**src/rtl/hs_pkg.sv**
```systemverilog
// Shared definitions for the 4-phase req/ack handshake crossing (transmit and receive sides).
package hs_pkg;

  typedef enum logic [1:0] {
    HS_IDLE = 2'd0,
    HS_REQ  = 2'd1,
    HS_ACK  = 2'd2
  } hs_state_t;

  localparam int HS_SYNC_N = 2;

endpackage

```
**src/rtl/hs_sync.sv**
```systemverilog
// Level synchroniser: SYNC_N flops bringing an asynchronous level into clkin, async reset to 0.
module hs_sync
  import hs_pkg::*;
#(
  parameter int SYNC_N = HS_SYNC_N
) (
  input  logic clkin,
  input  logic rstn,
  input  logic d,
  output logic q
);

  logic [SYNC_N-1:0] chain;

  always_ff @(posedge clkin or negedge rstn) begin
    if (!rstn) chain <= '0;
    else       chain <= {chain[SYNC_N-2:0], d};
  end

  assign q = chain[SYNC_N-1];

endmodule

```
**src/rtl/hs_data_tx.sv**
```systemverilog
// Source-side initiator of the 4-phase req/ack crossing with a 1-entry pending buffer.
// Optional REQ timeout is compiled in with `define HS_TX_TIMEOUT_EN.
module hs_data_tx
  import hs_pkg::*;
#(
  parameter int DW      = 8,
  parameter int SYNC_N  = HS_SYNC_N,
  parameter int TMO_CYC = 255
) (
  input  logic          clkin,
  input  logic          rstn,
  input  logic          din_vld,
  input  logic [DW-1:0] din,
  output logic          din_rdy,
  output logic          req_o,
  output logic [DW-1:0] data_o,
  input  logic          ack_i,
  output logic          done_o,
  output logic          busy_o,
  output logic          ovf_o,
  input  logic          ovf_clr,
  output logic          tmo_o
);

  hs_state_t     state, state_nxt;
  logic          ack_s;
  logic          req_nxt;
  logic          pend_vld;
  logic [DW-1:0] pend_data;
  logic          launch_din, launch_pend;
  logic          capture, drop;
  logic          tmo_expire;
  logic          abort_q;

  hs_sync #(.SYNC_N(SYNC_N)) u_ack_sync (
    .clkin (clkin),
    .rstn  (rstn),
    .d     (ack_i),
    .q     (ack_s)
  );

  // The pending word is older than anything on din, so it always launches first.
  always_comb begin
    state_nxt   = state;
    req_nxt     = req_o;
    launch_din  = 1'b0;
    launch_pend = 1'b0;
    done_o      = 1'b0;
    case (state)
      HS_IDLE: begin
        if (pend_vld) begin
          launch_pend = 1'b1;
          req_nxt     = 1'b1;
          state_nxt   = HS_REQ;
        end else if (din_vld) begin
          launch_din = 1'b1;
          req_nxt    = 1'b1;
          state_nxt  = HS_REQ;
        end
      end
      HS_REQ: begin
        if (ack_s || tmo_expire) begin
          req_nxt   = 1'b0;
          state_nxt = HS_ACK;
        end
      end
      HS_ACK: begin
        if (!ack_s) begin
          done_o = !abort_q;
          if (pend_vld) begin
            launch_pend = 1'b1;
            req_nxt     = 1'b1;
            state_nxt   = HS_REQ;
          end else begin
            state_nxt = HS_IDLE;
          end
        end
      end
      default: begin
        req_nxt   = 1'b0;
        state_nxt = HS_IDLE;
      end
    endcase
  end

  assign capture = din_vld && !launch_din && (!pend_vld || launch_pend);
  assign drop    = din_vld && !launch_din && pend_vld && !launch_pend;
  assign din_rdy = !pend_vld;
  assign busy_o  = (state != HS_IDLE);

  always_ff @(posedge clkin or negedge rstn) begin
    if (!rstn) begin
      state     <= HS_IDLE;
      req_o     <= 1'b0;
      data_o    <= '0;
      pend_vld  <= 1'b0;
      pend_data <= '0;
      ovf_o     <= 1'b0;
    end else begin
      state <= state_nxt;
      req_o <= req_nxt;
      if (launch_din)       data_o <= din;
      else if (launch_pend) data_o <= pend_data;
      if (capture) begin
        pend_vld  <= 1'b1;
        pend_data <= din;
      end else if (launch_pend) begin
        pend_vld <= 1'b0;
      end
      if (drop)         ovf_o <= 1'b1;
      else if (ovf_clr) ovf_o <= 1'b0;
    end
  end

`ifdef HS_TX_TIMEOUT_EN
  localparam int TMO_W = $clog2(TMO_CYC + 1);

  logic [TMO_W-1:0] tmo_cnt;
  logic             tmo_hit;

  // Ack arriving on the expiry cycle still completes the word normally.
  assign tmo_expire = (tmo_cnt == TMO_W'(TMO_CYC - 1));
  assign tmo_hit    = (state == HS_REQ) && !ack_s && tmo_expire;

  always_ff @(posedge clkin or negedge rstn) begin
    if (!rstn) begin
      tmo_cnt <= '0;
      abort_q <= 1'b0;
      tmo_o   <= 1'b0;
    end else begin
      if (state == HS_REQ && state_nxt == HS_REQ) tmo_cnt <= tmo_cnt + 1'b1;
      else                                        tmo_cnt <= '0;
      if (tmo_hit)                         abort_q <= 1'b1;
      else if (state == HS_ACK && !ack_s)  abort_q <= 1'b0;
      if (tmo_hit)      tmo_o <= 1'b1;
      else if (ovf_clr) tmo_o <= 1'b0;
    end
  end
`else
  assign tmo_expire = 1'b0;
  assign abort_q    = 1'b0;
  assign tmo_o      = 1'b0;
`endif

endmodule

```
**config.mk**
```make
export PLATFORM = sky130hd
export DESIGN_NAME = hs_data_tx
export DESIGN_NICKNAME = d
export VERILOG_FILES = /design/src/rtl/hs_pkg.sv /design/src/rtl/hs_sync.sv /design/src/rtl/hs_data_tx.sv
export SDC_FILE = /design/constraint.sdc
export NUM_CORES = 1
export LEC_CHECK = 0
export CAP_MARGIN = 20
export CORE_AREA = 4 4 52 54
export DETAILED_ROUTE_END_ITERATION = 10
export DIE_AREA = 0 0 56 58
export PLACE_DENSITY = 0.84
export SYNTH_ARGS = -nofsm -noshare
export SYNTH_HDL_FRONTEND = slang
export SYNTH_SLANG_ARGS = --single-unit
```
**constraint.sdc**
```tcl
create_clock -name clkin -period 2 [get_ports clkin]
set_clock_uncertainty 0.2 [all_clocks]
set_input_delay 0.4 -clock clkin [delete_from_list [all_inputs] [get_ports clkin]]
set_output_delay 0.4 -clock clkin [all_outputs]
set_load 0.02 [all_outputs]
```
[Word level (Yosys, flattened, before mapping)]
Cells that the tools add are included.
Cells by class
  equality and inequality tests: 6
  multiplexer cells: 26
  reduce and logical (&&, ||, !) cells: 15
Operators with widths (count)
  1-bit two-way mux: 17
  8-bit two-way mux: 2
  2-bit two-way mux: 4
  2-bit nonzero test: 4
  2-bit one-hot mux with 3 select lines: 1
  1-bit logical AND: 4
  2-bit != test (second input constant): 2
  4-bit AND reduction: 1
  1-bit zero test: 3
  3-bit != test (second input constant): 1
  1-bit one-hot mux with 3 select lines: 1
  3-bit AND reduction: 1
  2-bit by 1-bit == test with 1-bit output (second input constant): 1
  2-bit == test (second input constant): 1
  2-bit zero test: 1
  2-bit by 1-bit != test with 1-bit output (second input constant): 1
  1-bit one-hot mux with 2 select lines: 1
  1-bit logical OR: 1
Word-level totals
  flip-flop bits (word level): 23
  output and inout bits: 14
  word-level logic and storage cells: 54

[Longest topological paths before layout]
Gate-level depths: netlist of the first run.
  depth after elaboration: 8
  gate-level depth with buffers: 4
  mapped depth without buffers: 3

[Cells and area by module]
A second synthesis of the first run with hierarchy kept.
Unflattened totals
  cell total of the unflattened synthesis: 82
  area total of the unflattened synthesis: 987.2 µm²
By module, submodules not included
  hs_data_tx: instances 1, cells each 80, area each 937.1 µm²
  hs_sync: instances 1, cells each 2, area each 50.0 µm²

[Least setup slack after synthesis of the first run]
No wires, ideal clock.
  path type: register -> output
  start point: register state[0]
  end point: output done_o
  data arrival time: 1.027 ns
  data required time: 1.400 ns
  setup slack: 0.373 ns
  stages on the path, launching flop included: 3
  path buffers: 1
  cell sequence: dfrtp_1 > buf_6 > nor3b_1
Between the ends
  cells in the longest elaborated chain, start to end: 2
Ends and longest elaborated chain
  start: declaration: RTL line hs_data_tx.sv:25  | hs_state_t state, state_nxt;
  start signal: assignment: RTL line hs_data_tx.sv:100  | state <= state_nxt;
  2-bit == test: RTL line hs_data_tx.sv:49  | case (state)
  1-bit two-way mux: RTL line hs_data_tx.sv:49
  end: declaration: RTL line hs_data_tx.sv:18  | output logic done_o,
Every way passes these cells.

[Final worst setup path of the first run]
  start point: register state[0]
  end point: output busy_o
Between the ends
  cells in the longest elaborated chain, start to end: 1
Ends and longest elaborated chain
  2-bit nonzero test: RTL line hs_data_tx.sv:89  | assign busy_o = (state != HS_IDLE);
  end: declaration: RTL line hs_data_tx.sv:19  | output logic busy_o,
Every way passes these cells.

==> results of run 1 <==
[per-layer routing]
metal,track usage [%],vias up,wire length (um)
met5,0,-,0
met4,6.10,0,13
met3,2.45,2,108
met2,23.7,17,996
met1,17.9,359,884
li1,-,343,-
[critical path: cells and delay by family (launching register included)]
kind                   cells  cell delay (ns)
buffers and inverters      1             0.29
DFF                        1             0.44
and+or+nand+nor            1             0.32
[cells in the final DEF (no fill, tap or decap), types with 2 or more instances in the layout]
cell,count
clkdlybuf4s50_1,22
dlygate4sd2_1,2
inv_1,3
mux2_2,8
dfrtp_1,23
buf_4,9
nor2_1,2
nand2_1,5
o21ai_0,3
clkbuf_4,3
a221o_1,8
a21oi_4,2
and2_2,8
[per-stage QoR]
step                setup slack [ns]  instance area [sq um]
floorplan                      0.373                   1020
global placement              0.0225                   1330
detailed placement           -0.0161                   1330
CTS                          0.00715                   1370
global route                 0.00608                   1370
finish                        0.0500                   1370
[cells in the mapped netlist (2+ instances only)]
cell | count | share of area, %
a21oi_4 | 2 | 3.2
a221o_1 | 8 | 7.8
inv_1 | 3 | 1.1
nand2_1 | 5 | 1.8
o21ai_0 | 3 | 1.5
mux2_2 | 8 | 8.8
buf_6 | 2 | 2.2
nor2_1 | 3 | 1.1
dfrtp_1 | 23 | 56
and2_2 | 8 | 5.9
[logic make-up (layout without fill, tap and decap cells)]
logic type	after synthesis	count (layout)	synth area share, %
AO/OA/AOI/OAI	17	17	15.6
XOR/XNOR	1	1	0.856
buffers and inverters	7	41	4.52
flip-flops	23	23	56.2
multiplexers	8	8	8.80
other	1	1	0.366
AND/OR/NAND/NOR	21	21	13.6
[power groups by stage]
stage | Clock (W) | Sequential, W | Combinational, W
after global placement | 0 | 0.000816 | 0.00113
after detailed placement | 0 | 0.000826 | 0.00116
final | 0.000211 | 0.000815 | 0.00116
after global routing | 0.000234 | 0.000846 | 0.00126
after CTS | 0.000217 | 0.000814 | 0.00116
after floorplan | 0 | 0.000908 | 0.000650
[path summary, 6_finish.rpt]
kind / endpoint / slack, ns / cells after the start / start
hold reg to reg: u_ack_sync.chain[1] / 0.17 / 0 / u_ack_sync.chain[0]
hold / removal: u_ack_sync.chain[1] / 0.17 / 0 / u_ack_sync.chain[0]
max in group asynchronous: req_o / 1.16 / 2 / rstn
min in group asynchronous: data_o[2] / 0.22 / 2 / rstn
setup / recovery: busy_o / 0.05 / 2 / state[0]
setup reg to reg: pend_data[1] / 0.08 / 5 / state[0]
[sequential cells by signal (all words and copies together) (netlist names)]
name / count
pend_vld: 1
u_ack_sync.chain: 2
state: 2
data_o: 8
ovf_o: 1
req_o: 1
pend_data: 8
[cell type report]
type	count	area share, %
inverters	3	0.823
well taps	28	2.56
clock buffers	3	1.65
clock inverters	1	0.366
multi-input cells	48	29.5
flip-flops and latches	23	42.0
repair buffers	34	23.0
[timing repair]
action	CTS	global route
buffers inserted	1	0
resized for setup	3	2
pin swaps	0	1
setup endpoints to repair	3	10
==> metrics.txt, run 1 <==
Seq cells post-synth 23; fill count 195; HPWL Detailed 1510 um; Worst IR Drop VDD 911 uV; DRC 0; Die W 56 um; unrepaired setup endpoints after global routing no; Clock Sinks 23; Clock Path Buffers 2; pin count of the biggest net entering global routing 24; worst hold slack 0.165 ns; Detail Route Antenna Nets 0; vias per cell 5.15; vias in the first global route 787; core footprint 0.00221 sq mm; RePlAce Congestion 0.725; Largest stage delay, worst path 0.44 ns; critical setup path kind flop to primary output; Multi-input gate area 404 sq um; CP required 1.40 ns; IO Pins 27; H-tree Lvls 1; Tcrit/Tclk final 97.5%; Area Overhead vs Synth 33.7%; Static Leak 0.611 nW; max-capacitance violation count 0; Internal Power 0.00136 W; switching part of the total 38.0%; total chip power 0.00218 W; register share of total power 37.3%; clock network fraction of total power 9.7%; EDFF count, synth 0; Initial Util 46.3%; share of cells above drive strength 1 32.1%; first-pass GRT wire length 3590 um; Via Count 721; wire per inst 14.3 um; diode count 0; Post-Syn Area 0.00102 sq mm; Overflow after GRT 0; drt total wl 2000 um; combinational cell fraction of total power 53.0%; CTS tree yes; Fin Setup TNS 0 ns; Die Footprint 0.00325 sq mm; worst skew pair latency 0.31 ns; row count 17; Fmax 513 MHz; CP cell instances or2_2, clkdlybuf4s15_1; Hold Buf Count CTS 0; Syn Area/Cell 13.1 sq um; final core occ 61.9%; Crit. End Element primary output; initial antenna violation count 0; asr flop ratio synth 100%; Reg area 576 sq um; Final Hold Fails 0; status finished clean; min-delay worst type flop to flop; Yosys warnings 0; pwr/cell area 1600 mW/mm^2; Mapped Cells 78; Slowest-stage cell, CP dfrtp_1; Clock Tree Root clkbuf_4; CTS buffer count 3; clock-pin slew on the worst setup and hold paths 0.12 ns; input/output buffers 25; crit path launch type flop; Final setup viols 0; total track usage 14.1%; sequential area share after synthesis 56.2%; CP Data Arrival Time 1.35 ns; DR iter-0 viols 7; post-layout min period 1.95 ns; Main synth FF type dfrtp_1; crit-path max FO 4; final non-filler cell total 140; DRT Pass-1 Iters 4; Sw Pwr 0.000829 W; Synth cell types 23; Synth Net Count 91; placed cells 135; fin. max-slew vios 0; Nets 126; DIE HEIGHT 58 um
Power figures use the tool's default switching activity.
==> inputs of run 2 (changes only) <==
CORE_AREA = 2 2 49 51   (was 4 4 52 54)
CTS_BUF_LIST = sky130_fd_sc_hd__clkbuf_8   (was not set)
DIE_AREA = 0 0 51 53   (was 0 0 56 58)
PLACE_DENSITY = 0.87   (was 0.84)
==> run 2 against run 1 <==
Compared with the run above: first-iteration DRC count increased by 110%; flip-flop and latch count unchanged; hold slack got worse by 0.014 ns; worst setup slack improved by 0.0041 ns; critical path type unchanged; sequential power about the same; fmax increased by 0.21%; critical path depth unchanged; wire length increased by 0.55%.
==> metrics.txt, run 2 (synthesis gave the netlist of run 1 again) <==
number of cells on the worst hold path 0; H-tree Lvls 1; Nets 124; CP required 1.40 ns; Initial Util 47.6%; crit path launch type flop; status finished clean; Final Hold Fails 0; HPWL Detailed 1510 um; biggest regs data_o (8), pend_data (8); Clock Path Buffers 2; DRC 0; Tcrit/Tclk final 97.3%; Static Leak 0.609 nW; clock-pin slew on the worst setup and hold paths 0.08 ns; IO Pins 27; DRT Pass-1 Iters 4; pwr/cell area 1640 mW/mm^2; hold path endpoint u_ack_sync.chain[1]; pin count of the biggest net entering global routing 24; vias per cell 5.21; max-capacitance violation count 0; input/output buffers 25; Setup Buffers After CTS 0; Worst IR Drop VDD 773 uV; Clock Tree Root clkbuf_8; Slowest-stage cell, CP clkdlybuf4s50_1; Overflow after GRT 0; Detail Route Antenna Nets 0; drt total wl 2010 um; Via Count 719; total track usage 17.6%; core footprint 0.00215 sq mm; wire per inst 14.6 um; Largest stage delay, worst path 0.61 ns; worst slew pin tran 0.576 ns; critical setup path kind flop to primary output; post-layout min period 1.95 ns; Die Footprint 0.00270 sq mm; most frequent cells in the layout dfrtp_1, clkdlybuf4s50_1, mux2_2, and2_2, a221o_1; r2r setup slk 0.21 ns; RR Endpoint pend_data[0]; Final setup viols 0; fin. max-slew vios 0; Area Overhead vs Synth 33.7%; delay-heaviest family, CP buffers and inverters; fill count 159; Die W 51 um; crit-path max FO 3; CP Data Arrival Time 1.35 ns; share of cells above drive strength 1 29.1%; hold path start u_ack_sync.chain[0]; Crit. End Element primary output; DR iter-0 viols 15; RR Startpoint state[1]; worst hold slack 0.151 ns; Rel. slew slack 61.5%; worst r2r path cells 4; DIE HEIGHT 53 um; CTS buffer count 3; worst skew pair latency 0.26 ns; Hold Buf Count CTS 0; CTS tree yes; Clock Sinks 23; CP cell instances inv_1, clkdlybuf4s50_1; vias in the first global route 735; Fmax 514 MHz; row count 17; initial antenna violation count 0; Buf/Inv on CP 2; first-pass GRT wire length 3340 um; diode count 0; RePlAce Congestion 0.750; Fin Setup TNS 0 ns; min-delay worst type flop to flop; final core occ 63.7%; unrepaired setup endpoints after global routing no
-- run 2: cell types whose count changed in the layout (fill, tap and decap cells not counted), sizes merged --
cell,before,now
inv,3,4
clkdlybuf4s50,22,23
clkdlybuf4s15,1,0
clkinv,1,0
buf,9,7
-- run 2: worst register-to-register path, stage by stage, from the launching register on --
cell	delay, ns
dfrtp_1	0.39
buf_4	0.17
a21o_2	0.23
a21oi_4	0.30
mux2_2	0.38
-- run 2: worst max path at each step --
| stage | startpoint | to | slack (ns) | cells after the start |
|---|---|---|---|---|
| floorplan | state[0] | done_o | 0.37 | 2 |
| global placement | din_vld | data_o[4] | 0.02 | 4 |
| detailed placement | din_vld | pend_data[0] | -0.02 | 4 |
| CTS | pend_vld | din_rdy | 0.04 | 2 |
| global route | pend_vld | din_rdy | 0.01 | 2 |
| finish | pend_vld | din_rdy | 0.05 | 2 |
-- run 2: final cells by class --
class	instances	area, sq um	area share, %
clock inverters	1	3.75	0.274
inverters	3	11.3	0.823
clock buffers	3	41.3	3.02
well taps	28	35.0	2.56
repair buffers	32	300	21.9
flip-flops and latches	23	576	42.0
multi-input cells	48	402	29.3
-- run 2: where the power goes --
| part | switching, W | internal [W] |
|---|---|---|
| Combinational | 0.000563 | 0.000585 |
| Sequential | 0.000130 | 0.000687 |
| Clock | 0.000137 | 0.000137 |
-- run 2: metal layers --
layer / global-route usage [%] / wire, um / vias up
li1: - / - / 340
met2: 29.2 / 990 / 25
met1: 21.3 / 881 / 349
met4: 12.2 / 61 / 0
met3: 2.26 / 79 / 5
met5: 0 / 0 / -
-- run 2: timing repair --
action,CTS,global route
gates resized for setup,2,0
endpoints found under the setup margin,2,0
hold endpoints to repair,0,0
-- run 2: metrics by stage --
stage / cell area (sq um) / setup slack [ns] / instances / power [W]
after global routing: 1370 / 0.0135 / 138 / 0.00238
after global placement: 1330 / 0.0210 / 134 / 0.00194
after detailed placement: 1330 / -0.0175 / 134 / 0.00199
after floorplan: 1020 / 0.373 / 78 / 0.00156
final: 1370 / 0.0541 / 138 / 0.00224
after CTS: 1370 / 0.0399 / 138 / 0.00227
==> inputs of run 3 (changes only) <==
CAP_MARGIN = 15   (was 20)
CORE_AREA = 2 2 52 49   (was 2 2 49 51)
DIE_AREA = 0 0 54 51   (was 0 0 51 53)
PLACE_DENSITY = 0.86   (was 0.87)
==> run 3 against run 2 <==
Compared with the run above: count of clock-buffer cells in the layout is the same; critical path type unchanged; via count grew 0.97%; sequential power is essentially flat; die area grew 1.9%; largest power group unchanged; register-to-register slack lost 0.05 ns.
==> metrics.txt, run 3 (synthesis gave the netlist of run 1 again) <==
status finished clean; hold path endpoint u_ack_sync.chain[1]; CTS tree yes; min-delay worst type flop to flop; RePlAce Congestion 0.752; Clock Sinks 23; RR Startpoint state[0]; critical setup path kind flop to primary output; crit path launch type flop; worst skew pair latency 0.26 ns; Static Leak 0.629 nW; most common cell after layout, fill and taps aside dfrtp_1; r2r setup slk 0.16 ns; WP depth 2; drt total wl 2050 um; fin. max-slew vios 0; vias in the first global route 718; Largest stage delay, worst path 0.43 ns; pin count of the biggest net entering global routing 24; Hold Buf Count CTS 0; wire per inst 14.7 um; clock-pin slew on the worst setup and hold paths 0.08 ns; max-capacitance violation count 0; Fin Setup TNS 0 ns; post-layout min period 1.94 ns; Worst IR Drop VDD 810 uV; unrepaired setup endpoints after global routing no; DR iter-0 viols 17; DRC 0; worst r2r path cells 4; total chip power 0.00226 W; DRT Pass-1 Iters 4; row count 17; Final setup viols 0; initial antenna violation count 0; Buf/Inv on CP 1; Final Hold Fails 0; input/output buffers 25; HPWL Detailed 1480 um; H-tree Lvls 1; Die Footprint 0.00275 sq mm; vias per cell 5.19; CP cell instances or2_2, dlygate4sd2_1; Clock Tree Root clkbuf_8; RR Endpoint pend_data[2]; IO Pins 27; Fmax 516 MHz; crit-path max FO 5; first-pass GRT wire length 3230 um; Via Count 726; share of cells above drive strength 1 31.3%; pwr/cell area 1630 mW/mm^2; core footprint 0.00230 sq mm; CP Data Arrival Time 1.34 ns; Nets 126; biggest regs data_o (8), pend_data (8); Clock Path Buffers 2; delay-heaviest family, CP flip-flops; Tcrit/Tclk final 96.9%; diode count 0; Area Overhead vs Synth 35.6%; Slowest-stage cell, CP dfrtp_1; Initial Util 44.6%; CP required 1.40 ns; DIE HEIGHT 51 um; CTS buffer count 3; hold path start u_ack_sync.chain[0]; total track usage 16.2%; Die W 54 um; Crit. End Element primary output; Overflow after GRT 0; Detail Route Antenna Nets 0; most frequent cells in the layout dfrtp_1, clkdlybuf4s50_1, buf_4; number of cells on the worst hold path 0
-- run 3: cell types whose count changed in the layout (fill, tap and decap cells not counted), sizes merged --
cell           change
inv                -1
clkdlybuf4s50      -1
dlymetal6s2s       +1
clkinv             +1
buf                +2
-- run 3: routing by layer --
metal  vias up  track usage (%)  part of all wire [%]
li1        343                -                     -
met1       359             20.0                    44
met2        22             27.8                    50
met3         2             3.51                   5.2
met4         0             5.00                  0.93
met5         -                0                     0
-- run 3: area by class of cell --
cell class              instances  area, sq um
multi-input cells              48          402
flip-flops and latches         23          576
inverters                       3         11.3
clock inverters                 1         5.00
clock buffers                   3         41.3
repair buffers                 34          318
fillers                       194          910
well taps                      28         35.0
-- run 3: per-stage QoR --
stage	instance area, sq um	setup WS, ns	std cells	hold WS, ns	utilization [%]
after floorplan	1020	0.373	78	-0.0956	-
after global placement	1340	0.0160	136	0.135	58.4
after detailed placement	1340	-0.0102	136	0.136	58.4
after CTS	1390	0.0400	140	0.155	60.3
after global routing	1390	0.0148	140	0.157	60.4
final	1390	0.0626	140	0.154	60.4
-- run 3: power by group --
group | internal (W) | switching [W]
clock network | 0.000139 | 0.000143
logic | 0.000599 | 0.000556
registers | 0.000686 | 0.000134
-- run 3: worst max path at each step --
stage	end	from	slack, ns
global route	busy_o	state[0]	0.01
finish	busy_o	state[0]	0.06
floorplan	done_o	state[0]	0.37
CTS	din_rdy	pend_vld	0.04
global placement	pend_data[5]	din_vld	0.02
detailed placement	pend_data[2]	din_vld	-0.01
-- run 3: what timing repair did --
item                                    CTS  global route
endpoints found under the setup margin    2             1
resized for setup                         2             1
hold endpoints to repair                  0             0
setup buffers                             0             0
pin swaps                                 0             0
